--- src/rtl/icache_pkg.sv ---
// Shared constants and FSM state type for the direct-mapped instruction cache.
package icache_pkg;

  localparam int unsigned DATA_W            = 32;
  localparam int unsigned ICACHE_INDEX_BITS = 6;
  localparam int unsigned MEM_ADDR_BITS     = 18;

  typedef enum logic [1:0] {
    S_IDLE  = 2'd0,
    S_MISS  = 2'd1,
    S_ABORT = 2'd2
  } state_e;

endpackage

--- src/rtl/icache_if.sv ---
// Fetcher request/response and memory refill handshake bundle.
interface icache_if;
  import icache_pkg::*;

  logic              rn;
  logic [31:0]       addr;
  logic [DATA_W-1:0] inst;
  logic              read_ready;
  logic              mem_req;
  logic [31:0]       mem_addr;
  logic [DATA_W-1:0] mem_data;
  logic              mem_valid;

  // The cache is the slave towards the Fetcher and drives the refill request.
  modport slave (
    input  rn, addr, mem_data, mem_valid,
    output inst, read_ready, mem_req, mem_addr
  );

  modport master (
    output rn, addr, mem_data, mem_valid,
    input  inst, read_ready, mem_req, mem_addr
  );
endinterface

--- src/rtl/icache_array.sv ---
// Valid/tag/data storage: combinational read by index, synchronous write, valid clear on rst.
module icache_array
  import icache_pkg::*;
#(
  parameter int unsigned INDEX_BITS = ICACHE_INDEX_BITS,
  parameter int unsigned TAG_BITS   = MEM_ADDR_BITS - ICACHE_INDEX_BITS - 2
) (
  input  logic                  clk,
  input  logic                  rst,
  input  logic [INDEX_BITS-1:0] rd_index_i,
  output logic                  rd_valid_o,
  output logic [TAG_BITS-1:0]   rd_tag_o,
  output logic [DATA_W-1:0]     rd_data_o,
  input  logic                  we_i,
  input  logic [INDEX_BITS-1:0] wr_index_i,
  input  logic [TAG_BITS-1:0]   wr_tag_i,
  input  logic [DATA_W-1:0]     wr_data_i
);

  localparam int unsigned LINES = 1 << INDEX_BITS;

  logic [LINES-1:0]    valid_q;
  logic [TAG_BITS-1:0] tag_q  [LINES];
  logic [DATA_W-1:0]   data_q [LINES];

  always_ff @(posedge clk) begin
    if (rst) begin
      valid_q <= '0;
    end else if (we_i) begin
      valid_q[wr_index_i] <= 1'b1;
    end
  end

  always_ff @(posedge clk) begin
    if (we_i) begin
      tag_q[wr_index_i]  <= wr_tag_i;
      data_q[wr_index_i] <= wr_data_i;
    end
  end

  assign rd_valid_o = valid_q[rd_index_i];
  assign rd_tag_o   = tag_q[rd_index_i];
  assign rd_data_o  = data_q[rd_index_i];

endmodule

--- src/rtl/icache.sv ---
// Direct-mapped, one-word-per-line instruction cache: FSM, request latching, refill handshake.
module icache
  import icache_pkg::*;
#(
  parameter int unsigned INDEX_BITS = ICACHE_INDEX_BITS,
  parameter int unsigned ADDR_BITS  = MEM_ADDR_BITS
) (
  input  logic    clk,
  input  logic    rst,
  input  logic    rdy_i,
  input  logic    clr_i,
  icache_if.slave bus
);

  localparam int unsigned TAG_BITS = ADDR_BITS - INDEX_BITS - 2;

  state_e            state_q, state_d;
  logic [DATA_W-1:0] inst_q, inst_d;
  logic              read_ready_q, read_ready_d;
  logic              mem_req_q, mem_req_d;
  logic [31:0]       mem_addr_q, mem_addr_d;
  logic              fill_we;

  logic                  rd_valid;
  logic [TAG_BITS-1:0]   rd_tag;
  logic [DATA_W-1:0]     rd_data;
  logic                  hit;

  // A hit is answered in the accepting cycle, so only misses need the latched
  // request address; mem_addr_q doubles as that latch for the fill index/tag.
  icache_array #(
    .INDEX_BITS (INDEX_BITS),
    .TAG_BITS   (TAG_BITS)
  ) u_array (
    .clk        (clk),
    .rst        (rst),
    .rd_index_i (bus.addr[INDEX_BITS+1:2]),
    .rd_valid_o (rd_valid),
    .rd_tag_o   (rd_tag),
    .rd_data_o  (rd_data),
    .we_i       (fill_we && rdy_i),
    .wr_index_i (mem_addr_q[INDEX_BITS+1:2]),
    .wr_tag_i   (mem_addr_q[ADDR_BITS-1:INDEX_BITS+2]),
    .wr_data_i  (bus.mem_data)
  );

  assign hit = rd_valid && (rd_tag == bus.addr[ADDR_BITS-1:INDEX_BITS+2]);

  always_ff @(posedge clk) begin
    if (rst) begin
      state_q      <= S_IDLE;
      inst_q       <= '0;
      read_ready_q <= 1'b0;
      mem_req_q    <= 1'b0;
      mem_addr_q   <= '0;
    end else if (rdy_i) begin
      state_q      <= state_d;
      inst_q       <= inst_d;
      read_ready_q <= read_ready_d;
      mem_req_q    <= mem_req_d;
      mem_addr_q   <= mem_addr_d;
    end
  end

  always_comb begin
    state_d = state_q;
    unique case (state_q)
      S_IDLE:  if (bus.rn && !clr_i && !hit) state_d = S_MISS;
      S_MISS: begin
        if (bus.mem_valid)  state_d = S_IDLE;
        else if (clr_i)     state_d = S_ABORT;
      end
      S_ABORT: if (bus.mem_valid) state_d = S_IDLE;
      default: state_d = S_IDLE;
    endcase
  end

  always_comb begin
    inst_d       = inst_q;
    read_ready_d = 1'b0;
    mem_req_d    = mem_req_q;
    mem_addr_d   = mem_addr_q;
    fill_we      = 1'b0;
    unique case (state_q)
      S_IDLE: begin
        if (bus.rn && !clr_i) begin
          if (hit) begin
            inst_d       = rd_data;
            read_ready_d = 1'b1;
          end else begin
            mem_req_d  = 1'b1;
            mem_addr_d = {bus.addr[31:2], 2'b00};
          end
        end
      end
      S_MISS: begin
        if (bus.mem_valid) begin
          fill_we   = 1'b1;
          mem_req_d = 1'b0;
          if (!clr_i) begin
            inst_d       = bus.mem_data;
            read_ready_d = 1'b1;
          end
        end
      end
      S_ABORT: begin
        if (bus.mem_valid) begin
          fill_we   = 1'b1;
          mem_req_d = 1'b0;
        end
      end
      default: ;
    endcase
  end

  assign bus.inst       = inst_q;
  assign bus.read_ready = read_ready_q;
  assign bus.mem_req    = mem_req_q;
  assign bus.mem_addr   = mem_addr_q;

endmodule

--- src/flat_wrapper.sv ---
// flat-port wrapper written by rule: the top's interface ports become plain ports
module icache_flat import icache_pkg::*;
#(
  parameter int unsigned INDEX_BITS = ICACHE_INDEX_BITS,
  parameter int unsigned ADDR_BITS  = MEM_ADDR_BITS
)
  (clk, rst, rdy_i, clr_i, bus_rn, bus_addr, bus_mem_data, bus_mem_valid, bus_inst, bus_read_ready, bus_mem_req, bus_mem_addr);
  icache_if bus_i ();
  input  logic clk;
  input  logic rst;
  input  logic rdy_i;
  input  logic clr_i;
  input wire logic [$bits(bus_i.rn)-1:0] bus_rn;
  input wire logic [$bits(bus_i.addr)-1:0] bus_addr;
  input wire logic [$bits(bus_i.mem_data)-1:0] bus_mem_data;
  input wire logic [$bits(bus_i.mem_valid)-1:0] bus_mem_valid;
  output wire logic [$bits(bus_i.inst)-1:0] bus_inst;
  output wire logic [$bits(bus_i.read_ready)-1:0] bus_read_ready;
  output wire logic [$bits(bus_i.mem_req)-1:0] bus_mem_req;
  output wire logic [$bits(bus_i.mem_addr)-1:0] bus_mem_addr;
  assign bus_i.rn = bus_rn;
  assign bus_i.addr = bus_addr;
  assign bus_i.mem_data = bus_mem_data;
  assign bus_i.mem_valid = bus_mem_valid;
  assign bus_inst = bus_i.inst;
  assign bus_read_ready = bus_i.read_ready;
  assign bus_mem_req = bus_i.mem_req;
  assign bus_mem_addr = bus_i.mem_addr;
  icache #(.INDEX_BITS(INDEX_BITS), .ADDR_BITS(ADDR_BITS)) u_core (.clk(clk), .rst(rst), .rdy_i(rdy_i), .clr_i(clr_i), .bus(bus_i));
endmodule
--- config.mk ---
export PLATFORM = sky130hd
export DESIGN_NAME = icache_flat
export DESIGN_NICKNAME = d
export VERILOG_FILES = /design/src/rtl/icache_pkg.sv /design/src/rtl/icache_if.sv /design/src/rtl/icache_array.sv /design/src/rtl/icache.sv /design/src/flat_wrapper.sv
export SDC_FILE = /design/constraint.sdc
export NUM_CORES = 2
export LEC_CHECK = 0
export CORE_MARGIN = 2
export CORE_UTILIZATION = 55
export CTS_BUF_LIST = sky130_fd_sc_hd__clkbuf_8 sky130_fd_sc_hd__clkbuf_16
export CTS_CLUSTER_SIZE = 8
export DETAILED_ROUTE_END_ITERATION = 7
export GPL_TIMING_DRIVEN = 0
export PLACE_DENSITY = 0.71
export SLEW_MARGIN = 10
export SYNTH_ARGS = -nofsm -noshare
export SYNTH_HDL_FRONTEND = slang
export SYNTH_SLANG_ARGS = --single-unit
--- constraint.sdc ---
create_clock -name clk -period 8.1 [get_ports clk]
set_input_delay 2.43 -clock clk [delete_from_list [all_inputs] [get_ports clk]]
set_output_delay 2.43 -clock clk [all_outputs]
set_load 0.01 [all_outputs]
Yosys cells after proc, flatten, opt, wreduce, memory -nomap -nowiden
Memories as Yosys holds them, arrays and structs flattened. Cells that the tools add are included.

Flip-flop bits (word level): 130. Memory bits (writable): 2688. Logic and storage cells: 67. Memories kept: 2.

Memories: u_core.u_array.data_q (depth 64, bits a word 32, rd ports 1, clocked after Yosys merged registers in 0, wr ports 1, line icache_array.sv:24) `logic [DATA_W-1:0] data_q [LINES];`; u_core.u_array.tag_q (depth 64, bits a word 10, rd ports 1, clocked after Yosys merged registers in 0, wr ports 1, line icache_array.sv:23) `logic [TAG_BITS-1:0] tag_q [LINES];`.

$lt $le $gt $ge: 3. Eq/ne operators: 12. Multiplexer cells: 27. Bitwise operators: 2. Reductions and logical operators: 15.

Operators by type and width (count): $mux 32 (4); $or 64x64->64 (1); $pmux 32 s2 (1); $lt 6x7->1 const B (2); $mux 1 (13); $eq 10x10->1 (1); $mux 2 (4); $ne 2x1->1 const B (4); $ne 2x2->1 const B (4); $reduce_and 4->1 (2); $bmux 1 s6 (1); $demux 1 s6 (1); $ge 6x1->1 const B (1); $pmux 2 s3 (1); $reduce_and 6->1 (1); $logic_and 1x1->1 (5); $reduce_and 5->1 (1); $pmux 1 s2 (2); $reduce_bool 2->1 (2); $ne 3x3->1 const B (1); $eq 2x1->1 const B (1); $eq 2x2->1 const B (1); $logic_not 1->1 (2); $logic_not 2->1 (1); other kinds (2) (2).

Logic depth before layout (Yosys ltp)
Word-level depth: 7. Gate-level depth with buffers: 16.

Modules after synthesis
Synthesis repeated with hierarchy kept, for this count alone.

Cell total of the unflattened synthesis: 4954. Area, all modules: 107584.4 µm².

By module, submodules not included: icache_array (instances 1, cells an instance 4655, area an instance 104357.6 µm², sequential area each 81998.6 µm²); icache (instances 1, cells an instance 299, area an instance 3226.8 µm², sequential area each 1321.3 µm²).

Worst setup path after synthesis
Ideal clock, no wire load.

Path type: input to register. Start: in bus_addr[2]. End: reg u_core.inst_q[12], in the netlist u_core.bus.inst[12]. Library setup time: 0.152 ns. Arrival time: 5.550 ns. Data required time: 7.948 ns. Path slack: 2.398 ns. Stages: 12. Buffers on the path: 6. Path through: buf_6 -> buf_6 -> buf_4 -> buf_4 -> buf_2 -> buf_1 -> mux4_2 -> mux4_2 -> mux4_2 -> mux2i_1 -> and2_1 -> a221oi_2.

Word-level cells in the longest chain between the ends: 5.

Ends and longest elaborated chain: start: declaration (line flat_wrapper.sv:14) `input wire logic [$bits(bus_i.addr)-1:0] bus_addr;`; $mem_v2 64x10 / $bmux 1 s6 (equally long branches); $eq 10x10->1 / $mux 1 (equally long branches) (line icache.sv:47, icache_array.sv:41); $logic_and 1x1->1 (line icache.sv:47) `assign hit = rd_valid && (rd_tag == bus.addr[ADDR_BITS-1:INDEX_BITS+2]);`; $ne 2x1->1 (no line); $reduce_and 6->1 (no line); end signal: assignment (line icache.sv:58) `inst_q <= inst_d;`; end: declaration (line icache.sv:18) `logic [DATA_W-1:0] inst_q, inst_d;`.

Several ways; a longest one is shown, not always the timed one. The select of a mux whose other input is x is not followed. A chain may end at the register's enable or synchronous reset.

Final worst setup path
Start: in bus_addr[6]. End: reg u_core.inst_q[20], in the netlist u_core.bus.inst[20].

The elaborated chain is that of the path after synthesis.

==> metrics.md <==
| Metric | Value |
|---|---|
| Status | complete, but fails checks |
| Failing checks | negative setup slack |
| Height of the die | 448 um |
| GRT overflow | 0 |
| Synth top area share | 74.4% |
| Die area | 201,000 sq um |
| Num CTS Buffers | 402 |
| Post-DP Area | 117,000 sq um |
| Commonest cells post-synth | edfxtp_1, mux4_2, nor2_1, mux2i_1, dfxtp_1 |
| Post-CTS setup buffer count | 0 |
| VDD IR-drop max | 0.261 mV |
| Post-synthesis sequential area ratio | 76.8% |
| Vias/cell | 7.03 |
| P_sw | 6.82 mW |
| Initial DRT Pass Iterations | 6 |
| Int Power | 25.4 mW |
| Fin crit period | 8.11 ns |
| Post-synthesis cell count | 4,753 |
| Post-route DRC | 0 |
| IO Pins | 136 |
| Net Sw Frac | 21.2% |
| IO buf count | 127 |
| CP Capture Type | flop |
| DR iter-0 viols | 10,100 |
| Worst slew pin tran | 1.39 ns |
| Area Growth Syn to Fin | 18.2% |
| Final hold violation count | 0 |
| H-Tree Depth | 5 |
| Fin. max-slew vios | 0 |
| Fmax | 123 MHz |
| Synth top area cells | edfxtp_1, mux4_2, dfxtp_1 |
| TritonCTS clock tree | done |
| Die width | 448 um |
| Layout cells sized above 1 | 30.6% |
| Startpoint types | input port |
| Post-Syn Area | 108,000 sq um |
| Fin nets | 5,550 |
| Clk sinks | 2,818 |
| Mux share of post-synthesis cell area | 18.2% |
| Arrival @ worst endpoint | 8.97 ns |
| Post-layout util | 65.2% |
| Clk buf depth | 4 |
| Number of synthesized flops with an enable pin | 2,688 |
| Crit share post-route | 100% |
| Reg clk slew, reported paths | 0.05 ns |
| Avg WL per Cell | 40.4 um |
| Final Setup Violations | 3 |
| Cell area after layout | 128,000 sq um |
| Count leader, synth | edfxtp_1 |
| Power share of the sequential group | 49.6% |
| # resized after CTS | 0 |
| CP Class | in -> reg |
| Maximum fanout along the worst path | 10 |
| Simple-Gate Fraction of Synth Area | 2.07% |
| Number of global-route vias before repair | 56,900 |
| Comb pwr share | 4.9% |
| Max-capacitance violation count | 0 |
| Largest net degree at the start of global routing | 66 |
| LEAKAGE | 41.9 nW |
| Post-synth ARST share | 0% |
| Predominant post-synthesis flop cell | edfxtp_1 |
| Detailed Place HPWL | 216 mm |
| Synth Area in XOR/XNOR | 0.0404% |
| Worst Skew | 0.0599 ns |
| Starting Density | 55.2% |
| Max_slew headroom | 7.31% |
| FILL cells | 12,200 |
| Worst hold path type | reg -> reg |
| Routed WL | 333 mm |
| Core area | 197,000 sq um |
| Req. time, crit path | 8.96 ns |
| Initial antenna violation count | 14 |
| Synth Area in Compound Gates | 1.51% |
| Yosys reg bits | 2,818 |
| GRT Overall Usage | 33.3% |
| Clock Power Share | 45.5% |
| Synth Area in Adders | 0.0346% |
| Largest family of logic cells by synthesized area | multiplexers |
| Final RePlAce weighted congestion | 0.870 |
| Post-Syn Area per Cell | 22.8 sq um |
| Yosys cell types | 73 |
| Later-pin clock latency in the skew report | 0.96 ns |
| Ys Warns | 0 |
| CTS root buf | clkbuf_16 |
| PnR worst setup slack | -0.0118 ns |
| Area leader, netlist | edfxtp_1 |
| Hold buffer count at CTS | 0 |
| Cell Pwr Density | 251 nW/um^2 |
| RSZ-0062 raised after global routing | no |
| ANT nets after route | 0 |
| Core Rows | 163 |
| Vias | 57,800 |
| First-pass GRT wire length | 454 mm |
-- area by class of cell --
class	count	area (sq um)	share of cell area, %
sequential	2818	83300	65.0
multi-input combinational	1636	24200	18.9
clock buffer	407	10200	7.95
timing repair buffer	319	5190	4.05
tap	2640	3300	2.58
buffer	260	1310	1.02
clock inverter	107	488	0.381
inverter	40	150	0.117
antenna	6	15.0	0.0117
-- per-layer routing --
metal  vias up  global-route usage [%]  share of wire (%)
li1      21400                       -                  -
met1     30400                    45.1                 35
met2      5070                    51.0                 47
met3       899                    9.49                 14
met4        14                    14.7                4.9
met5         -                       0              0.030
-- sequential cells by signal, indices dropped and copies added, names as in the netlist --
signal                  count
u_core.bus.mem_req          1
u_core.bus.read_ready       1
u_core.u_array.tag_q      640
u_core.state_q              2
u_core.bus.inst            32
u_core.u_array.data_q    2048
u_core.u_array.valid_q     64
u_core.bus.mem_addr        30
-- placed cells by master, fill, tap and decap left out, drive strengths merged, types with 12 or more instances in the layout --
cell / count
a211oi: 15
mux2i: 184
clkbuf: 515
and2: 35
edfxtp: 2688
a21oi: 15
clkdlybuf4s50: 95
nand2b: 67
a221oi: 44
mux4: 790
buf: 376
nand2: 56
dfxtp: 130
inv: 140
nand3: 26
nor2b: 24
nor2: 198
a22oi: 30
nand4: 12
o21ba: 14
-- metrics by stage --
step                power [mW]  TNS (ns)  hold WS (ns)  setup WS, ns  std cells
floorplan                 17.1         0         0.435          2.40       4754
global placement          17.7  -3271.16         0.443         -1.67       7521
detailed placement        17.8    -17.80         0.458        -0.617       7713
CTS                       32.2         0         0.469         0.368       8227
global route              32.9         0         0.487         0.142       8228
finish                    32.2   -0.0179         0.465       -0.0118       8233
-- worst paths after layout --
| path | start | endpoint | slack [ns] | cells after the start |
|---|---|---|---|---|
| max | bus_addr[6] | u_core.bus.inst[20]$_SDFFE_PP0P_ | -0.01 | 15 |
| min | u_core.u_array.valid_q[53]$_SDFFE_PP0P_ | u_core.u_array.valid_q[53]$_SDFFE_PP0P_ | 0.47 | 2 |
| max reg2reg | u_core.u_array.tag_q[5][7]$_DFFE_PP_ | u_core.bus.inst[20]$_SDFFE_PP0P_ | 2.72 | 11 |
| min reg2reg | u_core.u_array.valid_q[53]$_SDFFE_PP0P_ | u_core.u_array.valid_q[53]$_SDFFE_PP0P_ | 0.47 | 2 |
-- worst max-delay path: stages --
cell and delay (ns):
clkdlybuf4s50_1 0.58, clkbuf_1 0.46, buf_1 0.77, inv_1 0.49, clkbuf_1 0.53, a221oi_1 0.51, a31oi_1 0.08, a211oi_1 0.35
o22ai_1 0.28, xor2_1 0.18, nand2_1 0.14, o31ai_4 0.95, nand2_2 0.52, buf_6 0.34, a221oi_2 0.30
-- power by group through the flow --
stage / clock network [mW] / logic, mW / registers (mW)
after floorplan: 0 / 0.801 / 16.3
after global placement: 0 / 1.43 / 16.3
after detailed placement: 0 / 1.53 / 16.3
after CTS: 14.7 / 1.54 / 16.0
after global routing: 15.3 / 1.61 / 16.0
final: 14.7 / 1.57 / 16.0
-- logic make-up after synthesis --
kind of cell             Yosys count
flip-flops                      2818
multiplexers                     985
AND/OR/NAND/NOR                  456
buffers and inverters            300
AO/OA/AOI/OAI                    185
XOR/XNOR                           5
adder cells (fa/ha/maj)            3
other                              1
Power figures use the tool's default switching activity.
